<file path="src/rtl/exibe_sequencia_if.sv">
// Bus between the game controller / sequence ROM and the sequence presenter.
// Start handshake: the controller raises iniciar (with limite valid in the
// same cycle); it is accepted on the first rising edge that finds the
// presenter idle (exibindo=0). Completion is a one-cycle pronto pulse, and
// exibindo drops on the following cycle.
interface exibe_sequencia_if;
    logic       iniciar;
    logic [3:0] limite;
    logic [3:0] dado_memoria;
    logic [3:0] endereco;
    logic [3:0] leds;
    logic       exibindo;
    logic       pronto;
    logic [3:0] db_estado;

    // Controller / ROM side
    modport master (
        output iniciar, limite, dado_memoria,
        input  endereco, leds, exibindo, pronto, db_estado
    );

    // Presenter side
    modport slave (
        input  iniciar, limite, dado_memoria,
        output endereco, leds, exibindo, pronto, db_estado
    );
endinterface

</file>
<file path="src/rtl/exibe_sequencia.sv">
// Sequence presenter: walks the sequence ROM from address 0 to lim_reg,
// showing each value on the LEDs for TEMPO_ACESO cycles followed by a blank
// gap of TEMPO_APAGADO cycles, then pulses pronto.
module exibe_sequencia #(
    parameter int TEMPO_ACESO   = 1000,
    parameter int TEMPO_APAGADO = 500
) (
    input logic              clock,
    input logic              reset,
    exibe_sequencia_if.slave bus
);

    localparam int TEMPO_MAX = (TEMPO_ACESO > TEMPO_APAGADO) ? TEMPO_ACESO : TEMPO_APAGADO;
    localparam int TW        = (TEMPO_MAX < 1) ? 1 : $clog2(TEMPO_MAX + 1);

    // Last timer value of each timed phase (timer counts 0..N-1)
    localparam logic [TW-1:0] FIM_ACESO   = TW'(TEMPO_ACESO - 1);
    localparam logic [TW-1:0] FIM_APAGADO = TW'(TEMPO_APAGADO - 1);

    typedef enum logic [3:0] {
        INICIAL = 4'd0,
        CARREGA = 4'd1,
        ACESO   = 4'd2,
        APAGADO = 4'd3,
        PROXIMO = 4'd4,
        FIM     = 4'd5
    } estado_t;

    estado_t       estado;
    logic [3:0]    endereco;
    logic [3:0]    lim_reg;
    logic [TW-1:0] timer;
    logic          exibindo;
    logic          pronto;

    // Sequencer: state, address, timer and registered status outputs
    always_ff @(posedge clock or negedge reset) begin
        if (!reset) begin
            estado   <= INICIAL;
            endereco <= 4'd0;
            lim_reg  <= 4'd0;
            timer    <= '0;
            exibindo <= 1'b0;
            pronto   <= 1'b0;
        end else begin
            pronto <= 1'b0;
            case (estado)
                INICIAL: begin
                    endereco <= 4'd0;
                    timer    <= '0;
                    if (bus.iniciar) begin
                        lim_reg  <= bus.limite;
                        exibindo <= 1'b1;
                        estado   <= CARREGA;
                    end else begin
                        exibindo <= 1'b0;
                    end
                end
                // Address already stable; this cycle lets the ROM register it
                CARREGA: begin
                    estado <= ACESO;
                end
                ACESO: begin
                    if (timer == FIM_ACESO) begin
                        timer  <= '0;
                        estado <= APAGADO;
                    end else begin
                        timer <= timer + 1'b1;
                    end
                end
                // Last-element test happens here so endereco never wraps past 15
                APAGADO: begin
                    if (timer == FIM_APAGADO) begin
                        timer <= '0;
                        if (endereco == lim_reg) begin
                            pronto <= 1'b1;
                            estado <= FIM;
                        end else begin
                            estado <= PROXIMO;
                        end
                    end else begin
                        timer <= timer + 1'b1;
                    end
                end
                PROXIMO: begin
                    endereco <= endereco + 4'd1;
                    estado   <= CARREGA;
                end
                FIM: begin
                    endereco <= 4'd0;
                    exibindo <= 1'b0;
                    estado   <= INICIAL;
                end
                default: begin
                    endereco <= 4'd0;
                    timer    <= '0;
                    exibindo <= 1'b0;
                    estado   <= INICIAL;
                end
            endcase
        end
    end

    // LEDs follow the ROM register directly while lit, blank otherwise
    always_comb begin
        bus.leds = 4'd0;
        if (estado == ACESO) begin
            bus.leds = bus.dado_memoria;
        end
    end

    assign bus.endereco  = endereco;
    assign bus.exibindo  = exibindo;
    assign bus.pronto    = pronto;
    assign bus.db_estado = estado;

endmodule

</file>
<file path="src/flat_wrapper.sv">
// flat-port wrapper written by rule: the top's interface ports become plain ports
module exibe_sequencia_flat 
#(
    parameter int TEMPO_ACESO   = 1000,
    parameter int TEMPO_APAGADO = 500
)
  (clock, reset, bus_iniciar, bus_limite, bus_dado_memoria, bus_endereco, bus_leds, bus_exibindo, bus_pronto, bus_db_estado);
  exibe_sequencia_if bus_i ();
  input logic clock;
  input logic reset;
  input wire logic [$bits(bus_i.iniciar)-1:0] bus_iniciar;
  input wire logic [$bits(bus_i.limite)-1:0] bus_limite;
  input wire logic [$bits(bus_i.dado_memoria)-1:0] bus_dado_memoria;
  output wire logic [$bits(bus_i.endereco)-1:0] bus_endereco;
  output wire logic [$bits(bus_i.leds)-1:0] bus_leds;
  output wire logic [$bits(bus_i.exibindo)-1:0] bus_exibindo;
  output wire logic [$bits(bus_i.pronto)-1:0] bus_pronto;
  output wire logic [$bits(bus_i.db_estado)-1:0] bus_db_estado;
  assign bus_i.iniciar = bus_iniciar;
  assign bus_i.limite = bus_limite;
  assign bus_i.dado_memoria = bus_dado_memoria;
  assign bus_endereco = bus_i.endereco;
  assign bus_leds = bus_i.leds;
  assign bus_exibindo = bus_i.exibindo;
  assign bus_pronto = bus_i.pronto;
  assign bus_db_estado = bus_i.db_estado;
  exibe_sequencia #(.TEMPO_ACESO(TEMPO_ACESO), .TEMPO_APAGADO(TEMPO_APAGADO)) u_core (.clock(clock), .reset(reset), .bus(bus_i));
endmodule
</file>
<file path="config.mk">
export PLATFORM = sky130hd
export DESIGN_NAME = exibe_sequencia_flat
export DESIGN_NICKNAME = d
export VERILOG_FILES = /design/src/rtl/exibe_sequencia_if.sv /design/src/rtl/exibe_sequencia.sv /design/src/flat_wrapper.sv
export SDC_FILE = /design/constraint.sdc
export NUM_CORES = 1
export LEC_CHECK = 0
export ABC_AREA = 1
export ABC_CLOCK_PERIOD_IN_PS = 2400
export CAP_MARGIN = 20
export CORE_UTILIZATION = 55
export CTS_CLUSTER_DIAMETER = 50
export DETAILED_ROUTE_END_ITERATION = 7
export GPL_TIMING_DRIVEN = 0
export HOLD_SLACK_MARGIN = 0.06
export MAX_ROUTING_LAYER = met4
export PLACE_DENSITY_LB_ADDON = 0.1
export SETUP_SLACK_MARGIN = 0.3
export SLEW_MARGIN = 10
export SYNTH_ARGS = -nofsm -noshare
export SYNTH_HDL_FRONTEND = slang
export SYNTH_SLANG_ARGS = --single-unit
</file>
<file path="constraint.sdc">
create_clock -name clock -period 2.4 [get_ports clock]
set_clock_uncertainty 0.15 [all_clocks]
set_input_delay 0.48 -clock clock [delete_from_list [all_inputs] [get_ports clock]]
set_output_delay 0.48 -clock clock [all_outputs]
set_load 0.005 [all_outputs]
</file>
==> results.json <==
{
  "status": "completed",
  "drv_slew": 0,
  "root_buffer": "clkbuf_4",
  "fin_nets": 220,
  "yosysMostFrequentCell": "nand2_1",
  "critPathMaxStageDelay_ns": 0.44,
  "synth.area.top_cells": "dfrtp_1 (43%), nand2_1 (12%), inv_1 (6.5%)",
  "critical_path.cell_chain": "inv_2 > nand2_2 > nor2_2 > inv_2 > nor2_1 > dlygate4sd2_1",
  "cts.sinks": 23,
  "rows": 17,
  "synth_top_area_cell": "dfrtp_1",
  "cp.required_ns": 1.77,
  "worstSetupEndpointType": "primary output",
  "grtUsageMet2_pct": 43.0,
  "critPathKind": "reg2out",
  "grt_use_met3_pct": 3.87,
  "final-hold-violation-count": 0,
  "synth-main-ff-cell": "dfrtp_1",
  "synth-async-reset-ratio_pct": 100,
  "drcViolationCount": 0,
  "max_freq_ghz": 0.496,
  "yosys_register_bits": 23,
  "drive_gt1_share_pct": 17.0,
  "drt_iter0_markers": 41,
  "vias": 1222,
  "grt_pass1_vias": 1096,
  "power_mw": 1.65,
  "wl_per_cell_um": 12.6,
  "period_share_pct": 83.9,
  "cp.arrival_ns": 1.38,
  "setup_viol": 0,
  "min_period_ns": 2.01,
  "ant_nets": 0,
  "syn_area_per_cell_um2": 7.79,
  "dr.pass1.iters": 4,
  "antenna_found_initial": 0,
  "cts.reportedPaths.clkPinSlew_ns": 0.14,
  "cts_buffers": 3,
  "top_usage_layer": "met2",
  "yosysSeqAreaShare_pct": 43.2,
  "max_slew_margin_pct": 58.9,
  "syn_area_mm2": 0.00133,
  "grt-ovfl-total": 0,
  "die-area_mm2": 0.00262,
  "io_buffers": 23,
  "final.setup.tns_ns": 0,
  "yosysWarnings": 0,
  "grt_max_degree": 24,
  "grt_usage_pct": 25.4,
  "p_leak_nw": 0.868,
  "htree_levels": 1,
  "met1_usage_pct": 32.4,
  "area_growth_pct": 26.2,
  "wl_mm": 2.95,
  "grt_pass1_wl_mm": 4.79,
  "tightest_slew_ns": 0.611,
  "critPathLaunchType": "flop",
  "ir_worst_vdd_uv": 741,
  "n_antenna_cell": 0,
  "fin_ws_ns": 0.386,
  "whs_ns": 0.351,
  "syn-num-nets": 184,
  "cap_violations": 0,
  "gp_congestion": 0.997,
  "dp_hpwl_mm": 2.22,
  "synth_common_cells": "nand2_1 (42), dfrtp_1 (23), inv_1 (23), nor2_1 (22), nand3_1 (12)",
  "dpl_worst_slack_ns": 0.185,
  "path_max_fanout": 4,
  "crit_top_cell": "inv_2",
  "synth_cell_types": 23,
  "multiInputGateArea_um2": 661,
  "largest_reg_flops": 10,
  "die_y_um": 51.2,
  "hold_path_class": "in2async",
  "power.density_mw_per_mm2": 981,
  "final_util_pct": 74.6,
  "core_area_mm2": 0.00225,
  "die_w_um": 51.2,
  "n_fill_cell": 181,
  "cts_tree": "yes",
  "critPathSlowestCell": "dfrtp_1",
  "synth_top_area_share_pct": 43.2,
  "clock_latency_ns": 0.31,
  "synthCells": 171,
  "via_per_inst": 5.22,
  "rrSetupSlack_ns": 0.51,
  "rsz0062_at_grt": "no",
  "ioPinCount": 25,
  "cts.path.max_buffers": 2,
  "start_util_pct": 59.1,
  "seq_area_um2": 576,
  "synth_edf_count": 0
}
-- placed cells by master, fill, tap and decap left out, drive strengths merged, types with 4 or more instances in the layout --
cell,synthesis,routed
nand2,46,46
nor2,25,25
inv,25,25
dfrtp,23,23
clkdlybuf4s50,0,19
nand3,13,13
o21ai,9,9
buf,1,9
xor2,8,8
clkbuf,0,6
nor3,5,5
mux2,4,4
-- through the flow --
| stage | instances | cell area (um^2) |
|---|---|---|
| floorplan | 171 | 1330 |
| global placement | 222 | 1600 |
| detailed placement | 222 | 1600 |
| CTS | 233 | 1680 |
| global route | 234 | 1680 |
| finish | 234 | 1680 |
-- per-layer routing --
metal	up-vias	wire [um]
li1	602	-
met2	44	1430
met1	574	1330
met4	0	13
met3	2	179
met5	-	0
-- cell families (layout without fill, tap and decap cells) --
logic type | count (synthesis) | in the layout | synth area share, %
and+or+nand+nor | 93 | 93 | 32.3
xor gates and xnor gates | 10 | 10 | 6.57
muxes | 4 | 4 | 3.38
DFF | 23 | 23 | 43.2
AOI/OAI and AO/OA | 12 | 12 | 4.79
other | 1 | 1 | 0.281
buffers and inverters | 26 | 61 | 7.61
adders and majority gates | 2 | 2 | 1.88
-- repair_timing --
action | CTS | global route
hold buffers | 0 | 0
endpoints found under the setup margin | 4 | 4
buffers inserted | 7 | 0
pin swaps | 1 | 1
resized for setup | 8 | 7
-- power by group --
group / switching, mW / leakage (nW) / internal, mW
Combinational: 0.472 / 0.549 / 0.396
Clock: 0.127 / 0.0177 / 0.0623
Sequential: 0.101 / 0.302 / 0.492
Total: 0.700 / 0.868 / 0.950
-- worst paths after layout --
check | start | end | depth (start not counted)
max in group asynchronous | reset | u_core.lim_reg[2]$_DFFE_PN0P_ | 2
max | u_core.bus.db_estado[0]$_DFFE_PN0P_ | bus_leds[0] | 6
min in group clock | u_core.lim_reg[0]$_DFFE_PN0P_ | u_core.lim_reg[0]$_DFFE_PN0P_ | 1
max reg2reg | u_core.bus.db_estado[1]$_DFFE_PN0P_ | u_core.bus.db_estado[1]$_DFFE_PN0P_ | 11
min | reset | u_core.timer[5]$_DFFE_PN0N_ | 1
min reg2reg | u_core.lim_reg[0]$_DFFE_PN0P_ | u_core.lim_reg[0]$_DFFE_PN0P_ | 1
-- critical path, delay by kind of cell, from the launching register on --
family	cells	cell delay (ns)
DFF	1	0.44
buffers and inverters	3	0.38
and+or+nand+nor	3	0.25
-- layout make-up --
type                       instances  area share (%)
buffer                             1           0.446
clock buffer                       3            1.34
clock inverter                     1           0.298
inverter                          25            5.58
multi-input combinational        122            39.3
sequential                        23            34.2
tap                               28            2.08
timing repair buffer              31            16.7
(Power assumes the default switching activity.)
